===== src/rtl/ahb_lite_master_arb_if.sv =====
// Bundle for the two-requester AHB-Lite master: requester handshakes plus the AHB-Lite bus.
// The master modport is the arbiter's view; slave is the environment (requesters and AHB slave).
interface ahb_lite_master_arb_if;
  logic        m0_req, m1_req;
  logic [31:0] m0_addr, m1_addr;
  logic        m0_write, m1_write;
  logic [2:0]  m0_size, m1_size;
  logic [31:0] m0_wdata, m1_wdata;
  logic        m0_gnt, m1_gnt;
  logic        m0_done, m1_done;
  logic [31:0] m0_rdata, m1_rdata;
  logic        m0_err, m1_err;

  logic        hsel, hwrite, hready;
  logic [31:0] haddr, hwdata, hrdata;
  logic [1:0]  htrans;
  logic [2:0]  hsize, hburst;
  logic [3:0]  hprot;
  logic        hreadyout, hresp;

  modport master (
    input  m0_req, m1_req, m0_addr, m1_addr, m0_write, m1_write,
           m0_size, m1_size, m0_wdata, m1_wdata,
           hrdata, hreadyout, hresp,
    output m0_gnt, m1_gnt, m0_done, m1_done, m0_rdata, m1_rdata, m0_err, m1_err,
           hsel, hwrite, hready, haddr, hwdata, htrans, hsize, hburst, hprot
  );

  modport slave (
    output m0_req, m1_req, m0_addr, m1_addr, m0_write, m1_write,
           m0_size, m1_size, m0_wdata, m1_wdata,
           hrdata, hreadyout, hresp,
    input  m0_gnt, m1_gnt, m0_done, m1_done, m0_rdata, m1_rdata, m0_err, m1_err,
           hsel, hwrite, hready, haddr, hwdata, htrans, hsize, hburst, hprot
  );
endinterface


===== src/rtl/ahb_lite_master_arb.sv =====
// Round-robin arbiter feeding a non-pipelined AHB-Lite master: one SINGLE transfer in flight,
// misaligned or oversize requests are rejected with gnt+done+err without touching the bus.
module ahb_lite_master_arb (
  input logic                   hclk,
  input logic                   hreset,
  ahb_lite_master_arb_if.master bus
);
  typedef enum logic [1:0] {IDLE = 2'd0, ADDR = 2'd1, DATA = 2'd2} state_t;
  localparam logic [1:0] HTRANS_IDLE   = 2'b00;
  localparam logic [1:0] HTRANS_NONSEQ = 2'b10;

  state_t           state_reg, state_next;
  logic [1:0]       req, req_write, bad_vec;
  logic [1:0][31:0] req_addr, req_wdata;
  logic [1:0][2:0]  req_size;

  logic [1:0]       gnt_reg, gnt_next, done_reg, done_next, err_reg, err_next;
  logic [1:0][31:0] rdata_reg, rdata_next;
  logic             owner_reg, owner_next, last_reg, last_next, winner;
  logic [31:0]      wdata_reg, wdata_next;
  logic             hsel_reg, hsel_next, hwrite_reg, hwrite_next;
  logic [1:0]       htrans_reg, htrans_next;
  logic [31:0]      haddr_reg, haddr_next, hwdata_reg, hwdata_next;
  logic [2:0]       hsize_reg, hsize_next;

  assign req       = {bus.m1_req, bus.m0_req};
  assign req_write = {bus.m1_write, bus.m0_write};
  assign req_addr  = {bus.m1_addr, bus.m0_addr};
  assign req_wdata = {bus.m1_wdata, bus.m0_wdata};
  assign req_size  = {bus.m1_size, bus.m0_size};

  genvar gi;
  generate
    for (gi = 0; gi < 2; gi++) begin : g_align
      assign bad_vec[gi] = (req_size[gi] > 3'd2) ||
                           ((req_size[gi] == 3'd1) && req_addr[gi][0]) ||
                           ((req_size[gi] == 3'd2) && (req_addr[gi][1:0] != 2'b00));
    end
  endgenerate

  // On a tie the requester that was not granted last wins; otherwise the lone requester.
  assign winner = (req == 2'b11) ? ~last_reg : req[1];

  always_comb begin
    state_next  = state_reg;
    gnt_next    = 2'b00;
    done_next   = 2'b00;
    err_next    = 2'b00;
    rdata_next  = '0;
    owner_next  = owner_reg;
    last_next   = last_reg;
    wdata_next  = wdata_reg;
    hsel_next   = hsel_reg;
    htrans_next = htrans_reg;
    haddr_next  = haddr_reg;
    hwrite_next = hwrite_reg;
    hsize_next  = hsize_reg;
    hwdata_next = hwdata_reg;
    case (state_reg)
      IDLE: begin
        if (req != 2'b00) begin
          gnt_next[winner] = 1'b1;
          last_next        = winner;
          if (bad_vec[winner]) begin
            done_next[winner] = 1'b1;
            err_next[winner]  = 1'b1;
          end else begin
            state_next  = ADDR;
            owner_next  = winner;
            wdata_next  = req_wdata[winner];
            hsel_next   = 1'b1;
            htrans_next = HTRANS_NONSEQ;
            haddr_next  = req_addr[winner];
            hwrite_next = req_write[winner];
            hsize_next  = req_size[winner];
          end
        end
      end
      ADDR: begin
        if (bus.hreadyout) begin
          state_next  = DATA;
          hsel_next   = 1'b0;
          htrans_next = HTRANS_IDLE;
          hwdata_next = hwrite_reg ? wdata_reg : 32'd0;
        end
      end
      DATA: begin
        if (bus.hreadyout) begin
          state_next           = IDLE;
          done_next[owner_reg] = 1'b1;
          err_next[owner_reg]  = bus.hresp;
          rdata_next[owner_reg] = hwrite_reg ? 32'd0 : bus.hrdata;
          hwdata_next          = 32'd0;
        end
      end
      default: state_next = IDLE;
    endcase
  end

  always_ff @(posedge hclk or posedge hreset) begin
    if (hreset) begin
      state_reg  <= IDLE;
      gnt_reg    <= 2'b00;
      done_reg   <= 2'b00;
      err_reg    <= 2'b00;
      rdata_reg  <= '0;
      owner_reg  <= 1'b0;
      last_reg   <= 1'b1;
      wdata_reg  <= 32'd0;
      hsel_reg   <= 1'b0;
      htrans_reg <= HTRANS_IDLE;
      haddr_reg  <= 32'd0;
      hwrite_reg <= 1'b0;
      hsize_reg  <= 3'd0;
      hwdata_reg <= 32'd0;
    end else begin
      state_reg  <= state_next;
      gnt_reg    <= gnt_next;
      done_reg   <= done_next;
      err_reg    <= err_next;
      rdata_reg  <= rdata_next;
      owner_reg  <= owner_next;
      last_reg   <= last_next;
      wdata_reg  <= wdata_next;
      hsel_reg   <= hsel_next;
      htrans_reg <= htrans_next;
      haddr_reg  <= haddr_next;
      hwrite_reg <= hwrite_next;
      hsize_reg  <= hsize_next;
      hwdata_reg <= hwdata_next;
    end
  end

  assign bus.m0_gnt   = gnt_reg[0];
  assign bus.m1_gnt   = gnt_reg[1];
  assign bus.m0_done  = done_reg[0];
  assign bus.m1_done  = done_reg[1];
  assign bus.m0_err   = err_reg[0];
  assign bus.m1_err   = err_reg[1];
  assign bus.m0_rdata = rdata_reg[0];
  assign bus.m1_rdata = rdata_reg[1];
  assign bus.hsel     = hsel_reg;
  assign bus.htrans   = htrans_reg;
  assign bus.haddr    = haddr_reg;
  assign bus.hwrite   = hwrite_reg;
  assign bus.hsize    = hsize_reg;
  assign bus.hwdata   = hwdata_reg;
  assign bus.hburst   = 3'b000;
  assign bus.hprot    = 4'b0011;
  assign bus.hready   = bus.hreadyout;
endmodule


===== src/flat_wrapper.sv =====
// flat-port wrapper written by rule: the top's interface ports become plain ports
module ahb_lite_master_arb_flat 
  (hclk, hreset, bus_m0_req, bus_m1_req, bus_m0_addr, bus_m1_addr, bus_m0_write, bus_m1_write, bus_m0_size, bus_m1_size, bus_m0_wdata, bus_m1_wdata, bus_hrdata, bus_hreadyout, bus_hresp, bus_m0_gnt, bus_m1_gnt, bus_m0_done, bus_m1_done, bus_m0_rdata, bus_m1_rdata, bus_m0_err, bus_m1_err, bus_hsel, bus_hwrite, bus_hready, bus_haddr, bus_hwdata, bus_htrans, bus_hsize, bus_hburst, bus_hprot);
  ahb_lite_master_arb_if bus_i ();
  input logic hclk;
  input logic hreset;
  input wire logic [$bits(bus_i.m0_req)-1:0] bus_m0_req;
  input wire logic [$bits(bus_i.m1_req)-1:0] bus_m1_req;
  input wire logic [$bits(bus_i.m0_addr)-1:0] bus_m0_addr;
  input wire logic [$bits(bus_i.m1_addr)-1:0] bus_m1_addr;
  input wire logic [$bits(bus_i.m0_write)-1:0] bus_m0_write;
  input wire logic [$bits(bus_i.m1_write)-1:0] bus_m1_write;
  input wire logic [$bits(bus_i.m0_size)-1:0] bus_m0_size;
  input wire logic [$bits(bus_i.m1_size)-1:0] bus_m1_size;
  input wire logic [$bits(bus_i.m0_wdata)-1:0] bus_m0_wdata;
  input wire logic [$bits(bus_i.m1_wdata)-1:0] bus_m1_wdata;
  input wire logic [$bits(bus_i.hrdata)-1:0] bus_hrdata;
  input wire logic [$bits(bus_i.hreadyout)-1:0] bus_hreadyout;
  input wire logic [$bits(bus_i.hresp)-1:0] bus_hresp;
  output wire logic [$bits(bus_i.m0_gnt)-1:0] bus_m0_gnt;
  output wire logic [$bits(bus_i.m1_gnt)-1:0] bus_m1_gnt;
  output wire logic [$bits(bus_i.m0_done)-1:0] bus_m0_done;
  output wire logic [$bits(bus_i.m1_done)-1:0] bus_m1_done;
  output wire logic [$bits(bus_i.m0_rdata)-1:0] bus_m0_rdata;
  output wire logic [$bits(bus_i.m1_rdata)-1:0] bus_m1_rdata;
  output wire logic [$bits(bus_i.m0_err)-1:0] bus_m0_err;
  output wire logic [$bits(bus_i.m1_err)-1:0] bus_m1_err;
  output wire logic [$bits(bus_i.hsel)-1:0] bus_hsel;
  output wire logic [$bits(bus_i.hwrite)-1:0] bus_hwrite;
  output wire logic [$bits(bus_i.hready)-1:0] bus_hready;
  output wire logic [$bits(bus_i.haddr)-1:0] bus_haddr;
  output wire logic [$bits(bus_i.hwdata)-1:0] bus_hwdata;
  output wire logic [$bits(bus_i.htrans)-1:0] bus_htrans;
  output wire logic [$bits(bus_i.hsize)-1:0] bus_hsize;
  output wire logic [$bits(bus_i.hburst)-1:0] bus_hburst;
  output wire logic [$bits(bus_i.hprot)-1:0] bus_hprot;
  assign bus_i.m0_req = bus_m0_req;
  assign bus_i.m1_req = bus_m1_req;
  assign bus_i.m0_addr = bus_m0_addr;
  assign bus_i.m1_addr = bus_m1_addr;
  assign bus_i.m0_write = bus_m0_write;
  assign bus_i.m1_write = bus_m1_write;
  assign bus_i.m0_size = bus_m0_size;
  assign bus_i.m1_size = bus_m1_size;
  assign bus_i.m0_wdata = bus_m0_wdata;
  assign bus_i.m1_wdata = bus_m1_wdata;
  assign bus_i.hrdata = bus_hrdata;
  assign bus_i.hreadyout = bus_hreadyout;
  assign bus_i.hresp = bus_hresp;
  assign bus_m0_gnt = bus_i.m0_gnt;
  assign bus_m1_gnt = bus_i.m1_gnt;
  assign bus_m0_done = bus_i.m0_done;
  assign bus_m1_done = bus_i.m1_done;
  assign bus_m0_rdata = bus_i.m0_rdata;
  assign bus_m1_rdata = bus_i.m1_rdata;
  assign bus_m0_err = bus_i.m0_err;
  assign bus_m1_err = bus_i.m1_err;
  assign bus_hsel = bus_i.hsel;
  assign bus_hwrite = bus_i.hwrite;
  assign bus_hready = bus_i.hready;
  assign bus_haddr = bus_i.haddr;
  assign bus_hwdata = bus_i.hwdata;
  assign bus_htrans = bus_i.htrans;
  assign bus_hsize = bus_i.hsize;
  assign bus_hburst = bus_i.hburst;
  assign bus_hprot = bus_i.hprot;
  ahb_lite_master_arb u_core (.hclk(hclk), .hreset(hreset), .bus(bus_i));
endmodule

===== config.mk =====
export PLATFORM = sky130hd
export DESIGN_NAME = ahb_lite_master_arb_flat
export DESIGN_NICKNAME = d
export VERILOG_FILES = /design/src/rtl/ahb_lite_master_arb_if.sv /design/src/rtl/ahb_lite_master_arb.sv /design/src/flat_wrapper.sv
export SDC_FILE = /design/constraint.sdc
export NUM_CORES = 1
export LEC_CHECK = 0
export CORE_MARGIN = 2
export CORE_UTILIZATION = 44
export CTS_BUF_LIST = sky130_fd_sc_hd__clkbuf_2 sky130_fd_sc_hd__clkbuf_4 sky130_fd_sc_hd__clkbuf_8
export DETAILED_ROUTE_END_ITERATION = 8
export PLACE_DENSITY = 0.9
export SLEW_MARGIN = 30
export SYNTH_ARGS = -nofsm -noshare
export SYNTH_HDL_FRONTEND = slang
export SYNTH_SLANG_ARGS = --single-unit

===== constraint.sdc =====
create_clock -name hclk -period 7.4 [get_ports hclk]
set_input_delay 2.22 -clock hclk [delete_from_list [all_inputs] [get_ports hclk]]
set_output_delay 2.22 -clock hclk [all_outputs]
set_load 0.02 [all_outputs]

# Yosys cells after proc, flatten, opt, wreduce, memory -nomap -nowiden
# Index checks and enable logic that the tools add are counted.
# totals
out_inout_bits	149
regBits	177
# classes
magnitude_cmp	6
mux	44
eq_ne	11
bitwise_logic	4
n_reduce_logical	21
# ops
cell	count
$mux W32	9
$mux W64	2
$and A64 B64 Y64	1
$pmux W32 S2	1
$demux W32 S1	1
$mux W2	12
$pmux W2 S2	3
$mux W1	10
$reduce_bool A2 Y1	5
$reduce_and A4 Y1	2
$eq A3 B1 Y1 const B	2
$eq A3 B2 Y1 const B	2
$gt A3 B2 Y1 const B	2
$logic_and A1 B1 Y1	6
$mux W3	2
$ne A2 B2 Y1 const B	3
$pmux W2 S3	1
$reduce_and A3 Y1	2
$eq A2 B2 Y1 const B	2
$logic_or A1 B1 Y1	4
$lt A1 B2 Y1 const B	2
$and A2 B2 Y2	1
$demux W1 S1	2
$eq A2 B1 Y1 const B	1
other kinds (6)	8

# Longest topological paths before layout
# Gate-level depths: netlist of run 1.
# logic_depth
word_depth	9
ltp_mapped	8
ltp_nobuf	6

# Worst setup path before layout of run 1
# OpenSTA, ideal clock, no wires.
# synth_timing
kind	input -> output
startpoint	input port bus_hreadyout
endpoint	output port bus_hready
arrival_ps	2354
required_ps	5180
path_slack_ps	2826
path_stages	1
path_cell_list	buf_4
# synth_lines
element	line	rtl
start, declared	flat_wrapper.sv:18	input wire logic [$bits(bus_i.hreadyout)-1:0] bus_hreadyout;
end, declared	flat_wrapper.sv:30	output wire logic [$bits(bus_i.hready)-1:0] bus_hready;
# No word-level cell between the ends.

# Worst setup path in the final report of run 1
# layout_timing
startpoint	input port bus_hreadyout
endpoint	output port bus_hready
# No word-level cell between the ends.

==> results of run 1 <==
==> worst paths after layout <==
check,from,slack [ns],end,cells past startpoint
setup / recovery,bus_hreadyout,1.64,bus_hready,2
hold / removal,u_core.bus.hwdata[13],0.49,u_core.bus.hwdata[13],2
setup reg to reg,u_core.state_reg[0],4.71,u_core.bus.haddr[0],6
hold reg to reg,u_core.bus.hwdata[13],0.49,u_core.bus.hwdata[13],2
max in group asynchronous,hreset,3.89,u_core.bus.haddr[0],3
min in group asynchronous,hreset,2.26,u_core.bus.m0_rdata[8],2
==> logic make-up (layout without fill, tap and decap cells) <==
family                 Yosys count  in the layout  share of synthesized area
buffers and inverters           51            361                     0.0484
muxes                          134            134                      0.231
AOI/OAI and AO/OA               50             50                     0.0414
and+or+nand+nor                177            177                      0.103
other                            2              9                   0.000986
DFF                            175            175                      0.575
==> worst register-to-register path, cell delays in order (launching register included) <==
cell and delay [ns]:
dfrtp_1 0.43, nor3_2 0.34, nand2_2 0.11, inv_2 0.08
a22o_4 0.72, buf_4 0.55, mux2_4 0.34
==> cells in the mapped netlist <==
library cell,count
a21boi_2,1
a21o_1,2
a21o_2,2
a21oi_1,2
a21oi_4,2
a22o_4,1
a31oi_1,1
and2b_1,1
buf_1,1
buf_12,8
buf_2,7
buf_4,10
clkbuf_1,19
clkinv_2,1
conb_1,2
dfrtp_1,174
dfstp_2,1
inv_1,3
inv_2,2
mux2_2,67
mux2_4,67
nand2_1,68
nand2_2,2
nand2b_1,32
nand3_1,1
nor2_1,66
nor2b_1,3
nor3_2,1
o21ai_0,18
o21ai_1,17
o21ai_2,1
o22ai_1,2
o2bb2ai_1,1
or3_1,1
or3_4,2
==> final cells by class <==
type                       instances  area [um2]
antenna                            1        2.50
clock buffer                      17         234
clock inverter                    15         188
fill                            1269        5880
inverter                           6        28.8
multi-input combinational        369        2910
sequential                       175        4380
tap                              225         282
timing repair buffer             323        3210
==> routing by layer <==
| metal | track usage | vias to the layer above | part of all wire |
|---|---|---|---|
| met3 | 0.0614 | 30 | 0.083 |
| met1 | 0.257 | 2627 | 0.40 |
| met2 | 0.350 | 224 | 0.50 |
| met4 | 0.0799 | 0 | 0.024 |
| li1 | - | 2538 | - |
| met5 | 0 | - | 0 |
==> stage by stage <==
step	cell area (um2)	instances	util	total power (uW)	setup WS (ns)
floorplan	7640	595	-	2400	0.436
global placement	10800	1098	0.632	3030	1.68
detailed placement	10800	1098	0.632	3090	1.66
CTS	11200	1130	0.656	3800	1.65
global route	11200	1130	0.656	3960	1.60
finish	11200	1131	0.656	3760	1.64
==> power by group through the flow <==
stage               logic [uW]  registers [uW]  clock network, uW
finish                    1610            1450                699
global route              1730            1480                755
CTS                       1630            1450                716
detailed placement        1630            1460                  0
global placement          1590            1440                  0
floorplan                  716            1690                  0
==> metrics.md, run 1 <==
| Metric | Value |
|---|---|
| Outcome | `completed` |
| Sum Neg Setup Slack | `0 ns` |
| Worst clock skew | `0.0185 ns` |
| Final nets | `1,066` |
| Post-DP HPWL | `13.9 mm` |
| Maximum number of pins on one net before global-route repair | `77` |
| Number of top-level design ports | `323` |
| Int Power | `2450 uW` |
| Relative area change from synthesis to final layout | `47.5%` |
| Number of warnings reported in the yosys synthesis log | `0` |
| Initial cell density of the core | `0.445` |
| GRT Total Usage | `0.209` |
| Number of resized instances in the post-cts repair step | `0` |
| Maximum clock path buffer count | `2` |
| Most frequent cells in the layout | `clkdlybuf4s50_1, dfrtp_1, nand2_1` |
| Later-pin clock latency in the skew report | `0.45 ns` |
| Final critical-path share of the clock period | `0.778` |
| Cell count after synthesis | `589` |
| Setup repair after global routing missed its margin | `false` |
| Number of distinct library cells after synthesis | `35` |
| Commonest non-fill, non-tap cell in the layout | `clkdlybuf4s50_1` |
| Buffer and inverter count on the worst path | `2` |
| Number of iterations in the first detailed-routing pass | `4` |
| Net switching power | `1310 uW` |
| Hold WS | `0.487 ns` |
| # port buffers | `314` |
| Mapped cell area | `0.00762 mm2` |
| Cell occurring most often along the worst timing path | `clkdlybuf4s50_1` |
| Number of antenna violations at the first check in global routing | `0` |
| Actual transition at the worst max-transition pin | `0.980 ns` |
| Count of pins over their slew limit | `0` |
| Final antenna-violating net count | `0` |
| Die outline area | `0.0184 mm2` |
| Clock sinks | `175` |
| Largest delay share family, worst path | `buffers and inverters` |
| Peak supply drop | `0.202 mV` |
| Final routed wire length divided by cell count | `17.0 um` |
| Crit path launch type | `input pin` |
| Tightest slew margin relative to the limit | `0.347` |
| Highest net fanout along the worst path | `6` |
| Share of Yosys cell area claimed by the top area cell type | `0.572` |
| Part of the total power dissipated in the clock network | `0.186` |
| Slowest Stage Delay on Critical Path | `0.69 ns` |
| Die span in y | `136 um` |
| Post-synth top area cell | `dfrtp_1` |
| Part of the power in registers | `0.385` |
| Sequential cell area fraction in the yosys report | `0.575` |
| Req. time, crit path | `5.18 ns` |
| TritonCTS clock tree | `yes` |
| First-pass GRT wire length | `29.4 mm` |
| Residual overflow from global routing | `0` |
| Combinational fraction of design power | `0.429` |
| Setup-violating endpoint count in the final report | `0` |
| Share of total power consumed by net switching | `0.348` |
| Worst setup EP type | `output port` |
| Slowest CP cell | `clkdlybuf4s50_1` |
| Crit-path cells | `clkdlybuf4s50_1, clkdlybuf4s50_1` |
| Critical path arrival | `3.54 ns` |
| Routed wire length | `19.3 mm` |
| Post-synthesis area per instance | `12.9 um2` |
| Largest cells by area after synthesis | `dfrtp_1, mux2_4, mux2_2` |
| Post-CTS Setup Inserts | `0` |
| Clock-pin slew on the worst setup and hold paths | `0.09 ns` |
| Chip width | `136 um` |
| Hold-fix buffer count after cts | `0` |
| Standard cell core area | `0.0171 mm2` |
| Pwr per Cell Area | `335 mW/mm2` |
| Weighted congestion at the end of routability-driven global placement | `0.800` |
| H-tree levels | `4` |
| Static power due to leakage | `0.00489 uW` |
| Fraction of final layout cells sized beyond drive strength 1 | `0.213` |
| Clk root buf | `clkbuf_8` |
| Yosys reg bits | `175` |
| Max-cap violation count | `0` |
| Core Rows | `48` |
| HP Class | `reg -> reg` |
| Highest attainable clock frequency | `0.174 GHz` |
| Number of buffers created by CTS | `17` |
| Number of DRC violations after detailed routing | `0` |
| Via count of the first global-routing pass | `5,521` |
| Type of the worst setup path | `in -> out` |
| Post-detailed-route via-to-cell ratio | `4.79` |
| Initial DRC count | `268` |
| Endpoints failing hold | `0` |
| Final critical path time including I/O delays and setup | `5.76 ns` |
| Number of vias after detailed routing | `5,419` |
No activity file was read; power rests on OpenSTA's default activity.
==> run 2, diff against run 1 <==
clock period = 5.7 ns   (was 7.4 ns; I/O delays follow)
==> run 2 against run 1 <==
Effect of this change: sequential cell count did not move; first-iteration DRC count shrank 29%; routed wire length is 2.3% higher; final cell count barely moved; register-to-register slack got worse by 1.3 ns; design area is 0.25% higher; via count increased by 0.87%; clock power increased by 29%; setup slack worse by 0.65 ns; clock skew is 0.0046 ns lower; global-route usage is 0.54 points higher; sequential power rose by 29%.
==> metrics.md, run 2 (same netlist as run 1, synthesis figures left out) <==
| Metric | Value |
|---|---|
| Number of resized instances in the post-cts repair step | `0 (unchanged)` |
| Part of the power in registers | `0.384 (about the same)` |
| Outcome | `completed` |
| Weighted congestion at the end of routability-driven global placement | `0.786 (-1.7%)` |
| Final routed wire length divided by cell count | `17.4 um (+2.4%)` |
| Chip width | `136 um (unchanged)` |
| Combinational fraction of design power | `0.430 (about the same)` |
| Number of buffers created by CTS | `17 (unchanged)` |
| Diode count | `0 (-1)` |
| Initial cell density of the core | `0.445 (unchanged)` |
| Worst setup EP type | `output port` |
| H-tree levels | `4 (unchanged)` |
| Hold WS | `0.490 ns (+0.00280 ns)` |
| Actual transition at the worst max-transition pin | `0.903 ns (-0.0770 ns)` |
| Number of iterations in the first detailed-routing pass | `4 (unchanged)` |
| Clock-pin slew on the worst setup and hold paths | `0.10 ns (about the same)` |
| Post-DP HPWL | `14.2 mm (+2.5%)` |
| Max-cap violation count | `0 (unchanged)` |
| Req. time, crit path | `3.99 ns (-1.19 ns)` |
| Tightest slew margin relative to the limit | `0.398 (+0.0513)` |
| Later-pin clock latency in the skew report | `0.46 ns (about the same)` |
| Worst slack after detailed placement | `0.987 ns (-0.671 ns)` |
| Net switching power | `1720 uW (+32%)` |
| GRT Total Usage | `0.215 (+0.00542)` |
| Pwr per Cell Area | `433 mW/mm2 (+29%)` |
| Clock sinks | `175 (unchanged)` |
| Standard cell core area | `0.0171 mm2 (unchanged)` |
| Cell area reported after detailed placement | `0.0108 mm2 (+0.22%)` |
| Routed wire length | `19.7 mm (+2.3%)` |
| Clk root buf | `clkbuf_8` |
| Highest net fanout along the worst path | `6 (unchanged)` |
| Sum Neg Setup Slack | `0 ns (unchanged)` |
| Worst setup startpoint | `bus_hreadyout` |
| Count of pins over their slew limit | `0 (unchanged)` |
| Final critical-path share of the clock period | `0.826` |
| Count of fill cells added during filler insertion | `1,273 (+0.32%)` |
| Worst clock skew | `0.0139 ns (-0.00457 ns)` |
| Path depth of the worst reg2reg path | `6 (unchanged)` |
| Peak supply drop | `0.236 mV (+17%)` |
| Endpoints failing hold | `0 (unchanged)` |
| Residual overflow from global routing | `0 (unchanged)` |
| Final worst slack | `0.991 ns (-0.652 ns)` |
| Number of antenna violations at the first check in global routing | `0 (unchanged)` |
| Initial DRC count | `189 (-29%)` |
| Die span in y | `136 um (unchanged)` |
| Final antenna-violating net count | `0 (unchanged)` |
| Register cell area after layout | `0.00438 mm2 (unchanged)` |
| Commonest non-fill, non-tap cell in the layout | `clkdlybuf4s50_1` |
| Hold-fix buffer count after cts | `0 (unchanged)` |
| Minimum setup slack among reg-to-reg paths | `3.37 ns (-1.34 ns)` |
| Final nets | `1,066 (unchanged)` |
| Share of total power consumed by net switching | `0.353 (+0.00586)` |
| Most frequent cells in the layout | `clkdlybuf4s50_1, dfrtp_1, nand2_1` |
| Relative area change from synthesis to final layout | `47.8%` |
| TritonCTS clock tree | `yes` |
| Number of vias after detailed routing | `5,466 (+0.87%)` |
| Startpoint of the most critical hold path | `u_core.bus.hwdata[9]` |
| Slowest Stage Delay on Critical Path | `0.69 ns (about the same)` |
| Fraction of final layout cells sized beyond drive strength 1 | `0.213 (unchanged)` |
| Capturing instance or port of the critical path | `bus_hready` |
| Final critical path time including I/O delays and setup | `4.71 ns` |
| HP Class | `reg -> reg` |
| Crit path launch type | `input pin` |
| Crit-path cells | `clkdlybuf4s50_1, clkdlybuf4s50_1` |
| Number of top-level design ports | `323 (unchanged)` |
| Type of the worst setup path | `in -> out` |
| Endpoint of the worst register-to-register path | `u_core.wdata_reg[17]` |
| Cell area after layout | `0.0113 mm2 (+0.25%)` |
| Largest delay share family, worst path | `buffers and inverters` |
| # port buffers | `314 (unchanged)` |
| Highest attainable clock frequency | `0.212 GHz` |
| Total area of multi-input combinational cells | `0.00291 mm2 (unchanged)` |
| Core Rows | `48 (unchanged)` |
| Post-detailed-route via-to-cell ratio | `4.84 (+0.96%)` |
| Setup repair after global routing missed its margin | `false` |
| Via count of the first global-routing pass | `5,768 (+4.5%)` |
| Setup-violating endpoint count in the final report | `0 (unchanged)` |
| Slowest CP cell | `clkdlybuf4s50_1` |
| Maximum number of pins on one net before global-route repair | `117 (+52%)` |
| Part of the total power dissipated in the clock network | `0.185 (about the same)` |
| First-pass GRT wire length | `30.2 mm (+2.7%)` |
| Post-CTS Setup Inserts | `0 (unchanged)` |
| Die outline area | `0.0184 mm2 (unchanged)` |
| Number of instances in the placed design | `1,098 (unchanged)` |
| Static power due to leakage | `0.00490 uW (+0.18%)` |
| Critical path arrival | `3.00 ns (-0.54 ns)` |
| Launch point of the worst reg-to-reg path | `u_core.state_reg[0]` |
| Post-route insts no fill | `1,130 (-0.088%)` |
| Buffer and inverter count on the worst path | `2 (unchanged)` |
| Number of DRC violations after detailed routing | `0 (unchanged)` |
| Cell occurring most often along the worst timing path | `clkdlybuf4s50_1` |
| Maximum clock path buffer count | `2 (unchanged)` |
| Count of cell instances traversed by the critical path | `2 (unchanged)` |
| Int Power | `3150 uW (+29%)` |
-- run 2: layer usage --
metal	routed length, um	global-route usage
met5	0	0
met4	512	0.0828
met3	1550	0.0681
met2	9930	0.365
met1	7720	0.254
-- run 2: power by group through the flow --
stage          combinational [uW]  sequential (uW)  clock [uW]
4_1_cts                      2120             1880         925
5_1_grt                      2240             1920         986
6_report                     2100             1870         903
3_5_place_dp                 2120             1890           0
2_1_floorplan                 930             2190           0
3_3_place_gp                 2060             1880           0
-- run 2: worst min path at each step --
stage | endpoint | cells past startpoint
5_1_grt | u_core.bus.hwdata[16] | 2
3_5_place_dp | u_core.bus.hwdata[7] | 2
6_report | u_core.bus.hwdata[9] | 2
2_1_floorplan | u_core.wdata_reg[0] | 1
4_1_cts | u_core.bus.hwdata[7] | 2
3_3_place_gp | u_core.bus.hwdata[5] | 2
-- run 2: cell type report --
class | count | share of cell area
sequential | 175 | 0.389
tap | 225 | 0.0250
timing repair buffer | 323 | 0.287
multi-input combinational | 369 | 0.258
clock inverter | 15 | 0.0172
inverter | 6 | 0.00244
clock buffer | 17 | 0.0208
-- run 2: per-stage QoR --
stage	util	total power [uW]
2_1_floorplan	-	3120
3_3_place_gp	0.633	3940
3_5_place_dp	0.633	4010
4_1_cts	0.658	4920
5_1_grt	0.658	5150
6_report	0.658	4880
==> run 3, diff against run 2 <==
CORE_UTILIZATION = 40   (was 44)
PLACE_DENSITY = 0.86   (was 0.9)
clock period = 4 ns   (was 5.7 ns; I/O delays follow)
==> run 3 against run 2 <==
Effect of this change: global-route usage is 2.2 points lower; largest cell class unchanged; combinational power is 43% higher; largest power group unchanged; critical endpoint unchanged; sequential share of layout area is 0.23 points lower; clock skew is 0.0019 ns higher.
==> metrics.md, run 3 (same netlist as run 1, synthesis figures left out) <==
| Metric | Value |
|---|---|
| Slowest Stage Delay on Critical Path | `0.63 ns (-0.06 ns)` |
| Routed wire length | `19.2 mm (-2.5%)` |
| Worst clock skew | `0.0158 ns (+0.00185 ns)` |
| Final routed wire length divided by cell count | `16.8 um (-3.7%)` |
| Static power due to leakage | `0.00493 uW (+0.56%)` |
| Most frequent cells in the layout | `clkdlybuf4s50_1, dfrtp_1, nand2_1` |
| Pwr per Cell Area | `610 mW/mm2 (+41%)` |
| Number of resized instances in the post-cts repair step | `0 (unchanged)` |
| Number of buffers created by CTS | `17 (unchanged)` |
| Post-CTS Setup Inserts | `0 (unchanged)` |
| Final antenna-violating net count | `0 (unchanged)` |
| Actual transition at the worst max-transition pin | `0.625 ns (-0.278 ns)` |
| Setup-violating endpoint count in the final report | `0 (unchanged)` |
| Die span in y | `142 um (+4.7%)` |
| Req. time, crit path | `2.80 ns (-1.19 ns)` |
| Initial DRC count | `172 (-9.0%)` |
| Weighted congestion at the end of routability-driven global placement | `0.797 (+1.4%)` |
| Highest net fanout along the worst path | `2 (-4)` |
| H-tree levels | `4 (unchanged)` |
| Highest attainable clock frequency | `0.281 GHz` |
| Post-detailed-route via-to-cell ratio | `4.66 (-3.7%)` |
| TritonCTS clock tree | `yes` |
| Cell area reported after detailed placement | `0.0109 mm2 (+0.57%)` |
| Endpoints failing hold | `0 (unchanged)` |
| Chip width | `142 um (+4.7%)` |
| # port buffers | `314 (unchanged)` |
| Final critical-path share of the clock period | `0.891` |
| Core Rows | `50 (+4.2%)` |
| Number of DRC violations after detailed routing | `0 (unchanged)` |
| Cell area after layout | `0.0113 mm2 (+0.60%)` |
| Sum Neg Setup Slack | `0 ns (unchanged)` |
| Initial cell density of the core | `0.407 (-0.0378)` |
| Clk root buf | `clkbuf_8` |
| Clock sinks | `175 (unchanged)` |
| Final critical path time including I/O delays and setup | `3.56 ns` |
| Cell occurring most often along the worst timing path | `clkdlybuf4s50_1` |
| Die outline area | `0.0202 mm2 (+9.7%)` |
| Type of the worst setup path | `in -> out` |
| First-pass GRT wire length | `30.0 mm (-0.89%)` |
| Final nets | `1,072 (+0.56%)` |
| Slowest CP cell | `clkdlybuf4s50_1` |
| Setup repair after global routing missed its margin | `false` |
| Standard cell core area | `0.0187 mm2 (+9.3%)` |
| Critical path arrival | `2.36 ns (-0.64 ns)` |
| Clock-pin slew on the worst setup and hold paths | `0.10 ns (about the same)` |
| Number of vias after detailed routing | `5,336 (-2.4%)` |
| Number of antenna violations at the first check in global routing | `0 (unchanged)` |
| Maximum clock path buffer count | `2 (unchanged)` |
| Worst setup EP type | `output port` |
| Residual overflow from global routing | `0 (unchanged)` |
| Fin util | `0.606 (-0.0523)` |
| Crit path launch type | `input pin` |
| Count of pins over their slew limit | `0 (unchanged)` |
| Post-DP HPWL | `13.9 mm (-2.3%)` |
| Number of iterations in the first detailed-routing pass | `4 (unchanged)` |
| GRT Total Usage | `0.193 (-0.0217)` |
| Later-pin clock latency in the skew report | `0.45 ns (about the same)` |
| Hold-fix buffer count after cts | `0 (unchanged)` |
| HP Class | `reg -> reg` |
| Peak supply drop | `0.303 mV (+28%)` |
| Commonest non-fill, non-tap cell in the layout | `clkdlybuf4s50_1` |
| Count of fill cells added during filler insertion | `1,475 (+16%)` |
| Buffer and inverter count on the worst path | `2 (unchanged)` |
| Diode count | `0 (unchanged)` |
| Overall power after layout | `6910 uW (+42%)` |
| Via count of the first global-routing pass | `5,650 (-2.0%)` |
| Maximum number of pins on one net before global-route repair | `68 (-42%)` |
| Number of top-level design ports | `323 (unchanged)` |
| Relative area change from synthesis to final layout | `48.7%` |
| Tightest slew margin relative to the limit | `0.583 (+0.184)` |
| Outcome | `completed` |
| Crit-path cells | `clkdlybuf4s50_1, clkdlybuf4s50_1` |
| Fraction of final layout cells sized beyond drive strength 1 | `0.218 (+0.00518)` |
| Hold WS | `0.490 ns (+0.000266 ns)` |
| Largest delay share family, worst path | `buffers and inverters` |
| Max-cap violation count | `0 (unchanged)` |
run 3: final cells by class:
type / count / area, um2 / share of cell area
sequential: 175 / 4380 / 0.387
timing repair buffer: 329 / 3300 / 0.291
multi-input combinational: 369 / 2910 / 0.257
tap: 234 / 293 / 0.0258
clock buffer: 17 / 234 / 0.0207
clock inverter: 15 / 185 / 0.0163
inverter: 6 / 27.5 / 0.00243
run 3: path summary, 6_finish.rpt:
check	from	end	slack (ns)	cells past startpoint
setup / recovery	bus_hreadyout	bus_hready	0.44	2
hold / removal	u_core.bus.hwdata[12]	u_core.bus.hwdata[12]	0.49	2
setup reg to reg	u_core.state_reg[0]	u_core.wdata_reg[9]	2.04	6
hold reg to reg	u_core.bus.hwdata[12]	u_core.bus.hwdata[12]	0.49	2
max in group asynchronous	hreset	u_core.bus.m1_rdata[15]	2.03	3
min in group asynchronous	hreset	u_core.wdata_reg[17]	1.18	2
run 3: worst min-delay path: stages, from the launching register on:
cell and delay [ns]:
dfrtp_1 0.35, nand2_1 0.05, o21ai_0 0.06
run 3: stage by stage:
| step | setup WS, ns | std cells |
|---|---|---|
| 3_3_place_gp | 0.425 | 1112 |
| 5_1_grt | 0.406 | 1145 |
| 6_report | 0.435 | 1145 |
| 4_1_cts | 0.433 | 1144 |
| 3_5_place_dp | 0.433 | 1112 |
| 2_1_floorplan | 0.562 | 595 |
run 3: report_power, final:
group | leakage, uW | internal, uW | total (uW) | switching, uW
combinational | 0.00246 | 1630 | 3000 | 1370
clock | 0.000206 | 486 | 1250 | 766
sequential | 0.00226 | 2330 | 2660 | 322
run 3: layer usage:
| metal | global-route usage | wire length (um) | part of all wire |
|---|---|---|---|
| met1 | 0.232 | 7820 | 0.41 |
| met2 | 0.319 | 9310 | 0.48 |
| met3 | 0.0730 | 1670 | 0.087 |
| met4 | 0.0679 | 422 | 0.022 |
| met5 | 0 | 6 | 0.00031 |
